`config.mk`:
```
export PLATFORM = sky130hd
export DESIGN_NAME = arbitro_mux2
export DESIGN_NICKNAME = d
export VERILOG_FILES = /design/src/rtl/pkg_arbitro.sv /design/src/rtl/mux2x1.sv /design/src/rtl/arbitro_mux2.sv
export SDC_FILE = /design/constraint.sdc
export NUM_CORES = 1
export LEC_CHECK = 0
export CAP_MARGIN = 20
export CORE_MARGIN = 2
export CORE_UTILIZATION = 43
export CTS_BUF_LIST = sky130_fd_sc_hd__clkbuf_8
export CTS_CLUSTER_SIZE = 16
export DETAILED_ROUTE_END_ITERATION = 16
export HOLD_SLACK_MARGIN = 0.05
export MAX_ROUTING_LAYER = met4
export PLACE_DENSITY = 0.8
export SYNTH_ARGS = -nofsm -noshare
export SYNTH_HDL_FRONTEND = slang
export SYNTH_SLANG_ARGS = --single-unit
```
`constraint.sdc`:
```
create_clock -name clk -period 1.9 [get_ports clk]
set_clock_uncertainty 0.15 [all_clocks]
set_input_delay 0.38 -clock clk [delete_from_list [all_inputs] [get_ports clk]]
set_output_delay 0.38 -clock clk [all_outputs]
set_load 0.05 [all_outputs]
```
`src/rtl/pkg_arbitro.sv`:
```
// Shared definitions for the two-source round-robin arbiter feeding the 2:1 mux datapath.
package pkg_arbitro;

  localparam logic SRC_A = 1'b0;
  localparam logic SRC_B = 1'b1;

  localparam int DEF_WIDTH = 8;

  typedef enum logic {
    LAST_A = 1'b0,
    LAST_B = 1'b1
  } state_t;

endpackage

```
`src/rtl/mux2x1.sv`:
```
// One-bit 2:1 multiplexer; sel = 0 passes a, sel = 1 passes b.
module mux2x1 (
  input  logic a,
  input  logic b,
  input  logic sel,
  output logic y
);

  assign y = sel ? b : a;

endmodule

```
`src/rtl/arbitro_mux2.sv`:
```
// Two-source round-robin arbiter with burst limit, driving a bit-sliced 2:1 mux
// and a single-entry registered output stage.
module arbitro_mux2
  import pkg_arbitro::*;
#(
  parameter int WIDTH     = DEF_WIDTH,
  parameter int MAX_BURST = 4
) (
  input  logic             clk,
  input  logic             rst_n,
  input  logic             a_valid,
  input  logic [WIDTH-1:0] a_data,
  output logic             a_ready,
  input  logic             b_valid,
  input  logic [WIDTH-1:0] b_data,
  output logic             b_ready,
  output logic             sel,
  output logic             out_valid,
  input  logic             out_ready,
  output logic [WIDTH-1:0] out_data,
  output logic             out_src
);

  localparam int               CNT_W   = $clog2(MAX_BURST + 1);
  localparam logic [CNT_W-1:0] CNT_MAX = CNT_W'(MAX_BURST);
  localparam logic [CNT_W-1:0] CNT_ONE = CNT_W'(32'd1);

  state_t           last_r;
  state_t           last_nxt;
  logic [CNT_W-1:0] cnt_r;
  logic [CNT_W-1:0] cnt_nxt;
  logic             out_valid_r;
  logic             out_valid_nxt;
  logic             out_src_r;
  logic             out_src_nxt;
  logic [WIDTH-1:0] out_data_r;
  logic [WIDTH-1:0] out_data_nxt;
  logic [WIDTH-1:0] mux_data_s;
  logic             last_src_s;
  logic             sel_s;
  logic             load_en_s;
  logic             a_ready_s;
  logic             b_ready_s;
  logic             xfer_s;

  // Bit-sliced datapath: every slice shares the arbiter's select.
  for (genvar i = 0; i < WIDTH; i++) begin : g_mux
    mux2x1 u_mux (
      .a   (a_data[i]),
      .b   (b_data[i]),
      .sel (sel_s),
      .y   (mux_data_s[i])
    );
  end

  assign last_src_s = (last_r == LAST_B) ? SRC_B : SRC_A;

  // Source choice and handshake; rst_n gating drops both readies as soon as reset asserts.
  always_comb begin
    sel_s = last_src_s;
    if (a_valid && b_valid) begin
      if (cnt_r < CNT_MAX) begin
        sel_s = last_src_s;
      end else begin
        sel_s = ~last_src_s;
      end
    end else if (a_valid) begin
      sel_s = SRC_A;
    end else if (b_valid) begin
      sel_s = SRC_B;
    end else begin
      sel_s = last_src_s;
    end
    load_en_s = rst_n & (~out_valid_r | out_ready);
    a_ready_s = load_en_s & (sel_s == SRC_A) & a_valid;
    b_ready_s = load_en_s & (sel_s == SRC_B) & b_valid;
    xfer_s    = a_ready_s | b_ready_s;
  end

  // Next-state: output stage load/drain, last-source FSM and saturating burst counter.
  always_comb begin
    last_nxt      = last_r;
    cnt_nxt       = cnt_r;
    out_valid_nxt = out_valid_r;
    out_data_nxt  = out_data_r;
    out_src_nxt   = out_src_r;
    if (xfer_s) begin
      out_valid_nxt = 1'b1;
      out_data_nxt  = mux_data_s;
      out_src_nxt   = sel_s;
      if (sel_s == last_src_s) begin
        if (cnt_r < CNT_MAX) begin
          cnt_nxt = cnt_r + CNT_ONE;
        end else begin
          cnt_nxt = CNT_MAX;
        end
      end else begin
        cnt_nxt  = CNT_ONE;
        last_nxt = (sel_s == SRC_B) ? LAST_B : LAST_A;
      end
    end else if (load_en_s) begin
      out_valid_nxt = 1'b0;
    end else begin
      out_valid_nxt = out_valid_r;
    end
  end

  // State register; reset makes A the winner of the first contention.
  always_ff @(posedge clk or negedge rst_n) begin
    if (!rst_n) begin
      last_r      <= LAST_B;
      cnt_r       <= CNT_MAX;
      out_valid_r <= 1'b0;
      out_data_r  <= '0;
      out_src_r   <= 1'b0;
    end else begin
      last_r      <= last_nxt;
      cnt_r       <= cnt_nxt;
      out_valid_r <= out_valid_nxt;
      out_data_r  <= out_data_nxt;
      out_src_r   <= out_src_nxt;
    end
  end

  assign sel       = sel_s;
  assign a_ready   = a_ready_s;
  assign b_ready   = b_ready_s;
  assign out_valid = out_valid_r;
  assign out_data  = out_data_r;
  assign out_src   = out_src_r;

endmodule

```
==> flow_summary_export.csv, run 1 <==
group,metric,value,unit
sta,hold_violations,0,
global_route,track_usage,20.9,%
synthesis,yosysMostFrequentCell,"dfrtp_1",
routing,final_antenna_net_count,0,
sta,worst_slew_pin_slew,0.341,ns
floorplan,start_util,46.5,%
synthesis,ys_types,32,
critical_path,reg2reg_from,"cnt_r[2]",
critical_path,critPathCaptureType,"output port",
synthesis,ys_warn_count,0,
cts,clk-insertion-delay-late,0.24,ns
critical_path,r2r_slack,0.23,ns
routing,dr.pass1.iters,4,
placement,hpwl,1.60,mm
critical_path,cp_top_family,"flip-flops",
power,vdd_drop_max,0.000872,V
synthesis,yosysSeqAreaShare,43.1,%
global_route,grt_antenna_before_repair,0,
synthesis,netlist_area,820,um2
cts,cts_hold_buf,0,
critical_path,crit_path_max_incr_delay,0.58,ns
placement,place_congestion,0.827,
power,power.density,1390,nW/um2
critical_path,cp.required,1.37,ns
global_route,grt_max_degree,11,
floorplan,num_rows,15,
sta,relSlewSlack,77.2,%
sta,finalSetupViolCount,3,
synthesis,syn-num-nets,94,
critical_path,reg2regPathDepth,5,
critical_path,crit_slowest_cell,"dfstp_2",
routing,viasPerCell,5.11,
critical_path,criticalPathCategory,"flop to output port",
cts,h-tree-depth,1,
floorplan,die_area,2270,um2
synthesis,yosysTopAreaCellShare,36.6,%
critical_path,cp_max_fo,2,
global_route,grt_remaining_overflow,0,
critical_path,critPathArrivalTime,1.42,ns
routing,drcViolationCount,0,
routing,vias,741,
placement,io_buffer_count,33,
critical_path,path_buf_inv,2,
cells_and_area,stdcell_count,145,
cts,cts_buffers,3,
sta,layout_worst_path_cycle_share,103,%
critical_path,path_cells,"xor2_4 -> o211ai_4 -> clkinvlp_4 -> buf_12",
sta,setup_ws,-0.0544,ns
synthesis,avgSynthCellArea,11.4,um2
cells_and_area,syn2layout_area_growth,63.1,%
synthesis,synthTopCellsByCount,"dfrtp_1, o221a_1, nand2_1, nand2b_1, inv_1",
synthesis,ys_seq_elements,14,
sta,period_needed,1.95,ns
cts,cts_tree,"yes",
routing,drtIter0Drc,4,
cts,clockRootBuffer,"clkbuf_8",
cts,clkSinkCount,14,
synthesis,synth_flop_cell,"dfrtp_1",
synthesis,syn_inst,72,
cells_and_area,fillers,137,
job,drv_cap,0,
critical_path,startpoint_type,"flop",
global_route,grt_pass1_vias,705,
cells_and_area,insertedDiodeCount,0,
floorplan,pin_count,34,
floorplan,core,1760,um2
floorplan,die_w,47.7,um
routing,drt_wl_total,2.05,mm
routing,avgRoutedWirePerCell,14.1,um
critical_path,timing.rr.end,"out_data[4]",
synthesis,synth_edf_count,0,
floorplan,die_h,47.7,um
power,total_power,1.86,mW
sta,rsz0062_at_grt,"yes",
synthesis,yosysTopAreaCell,"dfrtp_1",
critical_path,path_depth,4,
cells_and_area,layout.nets,143,
placement,dp_cells,140,
hold_path,hold_class,"primary input to async pin",
cts,clk_pin_slew,0.06,ns
cells_and_area,drive_above_1_share,40.8,%
sta,fmaxAchievable,512,MHz
synthesis,synth_area_leaders,"dfrtp_1, o221a_1, dfstp_2",
run_status,status,"finished, violations left",
global_route,grt_first_pass_wirelength,3.06,mm
run_status,violations,"negative setup slack",
cts,cts_buffer_depth,2,
synthesis,async_flop_share,100,%
power,power_leakage,0.585,nW
sta,maxSlewViolCount,0,
sta,fin_tns_setup,-0.0927,ns
==> flip-flops by register name, indices dropped and copies added (netlist names) <==
register   cells
out_data       8
cnt_r          3
out_valid      1
last_r         1
out_src        1
==> final cells by class <==
type | instances | area (um2) | area share (%)
Timing Repair Buffer | 50 | 463 | 34.6
Multi-Input combinational cell | 47 | 408 | 30.5
Sequential cell | 14 | 354 | 26.5
Clock buffer | 4 | 55.1 | 4.12
Tap cell | 25 | 31.3 | 2.34
Inverter | 5 | 25.0 | 1.87
==> cells in the final DEF (no fill, tap or decap), types with 3 or more instances in the layout <==
cell and instances:
nand2_1 5, dfrtp_1 11, buf_4 27, a21oi_1 3, nand2b_1 6, nor2_1 3
clkbuf_8 4, o221a_1 8, buf_12 3, clkdlybuf4s50_1 17
==> stage by stage <==
step	hold slack (ns)	setup slack, ns	util (%)	instance area, um2
finish	0.337	-0.0544	75.7	1340
global route	0.356	-0.0991	75.7	1340
CTS	0.330	-0.0806	74.4	1310
detailed placement	0.353	-0.136	71.1	1250
global placement	0.345	-0.139	71.1	1250
floorplan	-0.0656	-0.117	-	825
==> how the worst max path moves through the flow <==
stage / start / to / slack, ns
detailed placement: out_ready / b_ready / -0.14
floorplan: cnt_r[2] / sel / -0.12
CTS: cnt_r[2] / a_ready / -0.08
global placement: out_ready / b_ready / -0.14
finish: cnt_r[2] / b_ready / -0.05
global route: cnt_r[2] / b_ready / -0.1
==> per-layer routing <==
layer	share of wire (%)	vias to the layer above	wire [um]	track usage, %
met1	40	346	818	23.0
met3	8.2	6	169	7.17
met5	0	-	0	-
met4	2.1	0	44	9.73
met2	50	33	1020	34.1
li1	-	356	-	-
==> power breakdown <==
part / internal (mW) / switching, mW
registers: 0.426 / 0.0994
clock network: 0.184 / 0.108
logic: 0.457 / 0.588
==> kinds of logic (layout without fill, tap and decap cells) <==
family                   after synthesis  count (layout)  synth area share, %
AO/OA/AOI/OAI                         21              21                 25.2
multiplexers                           1               1                 1.22
AND/OR/NAND/NOR                       23              23                 17.7
XOR/XNOR                               1               1                 1.99
buffers and inverters                 11              59                 9.31
adder cells (fa/ha/maj)                1               1                 1.53
flip-flops                            14              14                 43.1
==> what timing repair did <==
item	in CTS	in global routing
pin swaps	1	3
buffers inserted	0	1
endpoints found under the setup margin	3	3
resized for setup	5	3
No activity file was read; power rests on OpenSTA's default activity.
==> run 2: changes to the inputs <==
--- a/config.mk
+++ b/config.mk
@@ -7,13 +7,13 @@
 export LEC_CHECK = 0
 export CAP_MARGIN = 20
 export CORE_MARGIN = 2
-export CORE_UTILIZATION = 43
+export CORE_UTILIZATION = 47
 export CTS_BUF_LIST = sky130_fd_sc_hd__clkbuf_8
 export CTS_CLUSTER_SIZE = 16
 export DETAILED_ROUTE_END_ITERATION = 16
 export HOLD_SLACK_MARGIN = 0.05
 export MAX_ROUTING_LAYER = met4
-export PLACE_DENSITY = 0.8
+export PLACE_DENSITY = 0.87
 export SYNTH_ARGS = -nofsm -noshare
 export SYNTH_HDL_FRONTEND = slang
 export SYNTH_SLANG_ARGS = --single-unit
==> constraint.sdc (replaced) <==
create_clock -name clk -period 2.3 [get_ports clk]
set_clock_uncertainty 0.15 [all_clocks]
set_input_delay 0.69 -clock clk [delete_from_list [all_inputs] [get_ports clk]]
set_output_delay 0.69 -clock clk [all_outputs]
set_load 0.05 [all_outputs]
==> flow_summary_export.csv, run 2 (synthesis gave the netlist of run 1 again) <==
group,metric,value,unit
sta,maxSlewViolCount,0,
cells_and_area,final_area,1320,um2
floorplan,die_h,45.8,um
floorplan,num_rows,15,
sta,fmaxAchievable,428,MHz
routing,drcViolationCount,0,
floorplan,die_w,45.8,um
sta,worst_slew_pin_slew,0.225,ns
cts,cts_hold_buf,0,
sta,finalSetupViolCount,1,
sta,hold_violations,0,
floorplan,core,1690,um2
sta,setup_ws,-0.0348,ns
critical_path,path_cells,"buf_6 -> nand2b_4 -> and2_4 -> o211ai_4 -> clkinvlp_4 -> buf_12",
cts,cts_tree,"yes",
placement,placed_area,1220,um2
cells_and_area,final_cell_mix,"buf_4, clkdlybuf4s50_1, dfrtp_1",
sta,relSlewSlack,84.9,%
power,vdd_drop_max,0.000685,V
routing,final_antenna_net_count,0,
placement,hpwl,1.50,mm
sta,layout_worst_path_cycle_share,102,%
run_status,violations,"negative setup slack",
cells_and_area,largest_reg_flops,8,
run_status,status,"finished, violations left",
floorplan,pin_count,34,
placement,place_congestion,0.835,
cts,clkSinkCount,14,
cells_and_area,final_common_cell,"buf_4",
global_route,track_usage,22.5,%
critical_path,critPathCaptureType,"output port",
sta,rsz0062_at_grt,"yes",
hold_path,hold_class,"primary input to async pin",
cells_and_area,layout.nets,144,
power,total_power,1.54,mW
routing,vias,761,
cells_and_area,stdcell_count,138,
routing,drtIter0Drc,5,
global_route,grt_first_pass_wirelength,3.19,mm
placement,dp_cells,128,
cts,cts_buffers,3,
cells_and_area,insertedDiodeCount,0,
job,drv_cap,0,
global_route,grt_antenna_before_repair,0,
routing,viasPerCell,5.51,
power,power_leakage,0.581,nW
critical_path,critPathArrivalTime,1.49,ns
cts,h-tree-depth,1,
placement,io_buffer_count,33,
critical_path,crit_slowest_cell,"and2_4",
critical_path,cp_max_fo,3,
critical_path,crit_path_max_incr_delay,0.18,ns
routing,avgRoutedWirePerCell,15.3,um
power,power.density,1170,nW/um2
critical_path,criticalPathCategory,"primary input to output port",
routing,drt_wl_total,2.12,mm
cells_and_area,fillers,116,
critical_path,startpoint_type,"primary input",
floorplan,die_area,2090,um2
sta,period_needed,2.33,ns
placement,pre_cts_slack,-0.368,ns
cells_and_area,post-route-util,78.4,%
cells_and_area,drive_above_1_share,43.0,%
global_route,grt_remaining_overflow,0,
cts,clk_pin_slew,0.06,ns
critical_path,cp.required,1.46,ns
floorplan,start_util,48.5,%
cts,cts_buffer_depth,2,
cts,clockRootBuffer,"clkbuf_8",
cells_and_area,syn2layout_area_growth,61.5,%
global_route,grt_pass1_vias,742,
routing,dr.pass1.iters,4,
cts,clk-insertion-delay-late,0.25,ns
global_route,grt_max_degree,18,
==> run 2: stage by stage <==
step / setup TNS, ns / hold WS (ns)
global route: -0.0653 / 0.392
detailed placement: -1.10 / 0.352
global placement: -0.884 / 0.348
CTS: -0.0353 / 0.364
finish: -0.0348 / 0.373
floorplan: -0.0968 / 0.244
==> run 2: worst max-delay path: cells and delay by family <==
kind	cells	cell delay, ns
buffers and inverters	3	0.39
and+or+nand+nor	2	0.31
AOI/OAI and AO/OA	1	0.10
==> run 2: final cells by class <==
class	instances	area (um2)	share of cell area [%]
Sequential cell	14	353	26.7
Multi-Input combinational cell	47	408	30.8
Inverter	5	25.0	1.89
Clock buffer	4	55.1	4.16
Tap cell	17	21.3	1.61
Timing Repair Buffer	51	462	34.9
==> run 2: final timing paths <==
kind | start | end | slack, ns | cells past startpoint
min in group clk | out_src | out_src | 0.38 | 2
hold reg to reg | out_src | out_src | 0.38 | 2
hold / removal | rst_n | out_data[5] | 0.37 | 2
setup / recovery | out_ready | b_ready | -0.03 | 6
setup reg to reg | last_r | out_data[7] | 0.60 | 6
max in group asynchronous | rst_n | cnt_r[2] | 1.38 | 2
==> run 2: layer usage <==
layer / up-vias / wire length, um / track usage (%)
met5: - / 0 / -
met4: 0 / 12 / 9.14
met3: 2 / 155 / 6.35
met2: 32 / 1040 / 34.4
met1: 365 / 910 / 28.1
li1: 362 / - / -
==> run 2: report_power, final <==
part	switching (mW)	internal (mW)	leakage [nW]
Clock	0.0864	0.152	0.0288
Sequential	0.0796	0.351	0.155
Combinational	0.495	0.379	0.398
Total	0.661	0.882	0.581
==> run 2: repair_timing <==
| action | in CTS | in global routing |
|---|---|---|
| gates resized for setup | 12 | 5 |
| setup buffers | 3 | 3 |
| setup endpoints to repair | 3 | 3 |
| pin swaps | 3 | 4 |
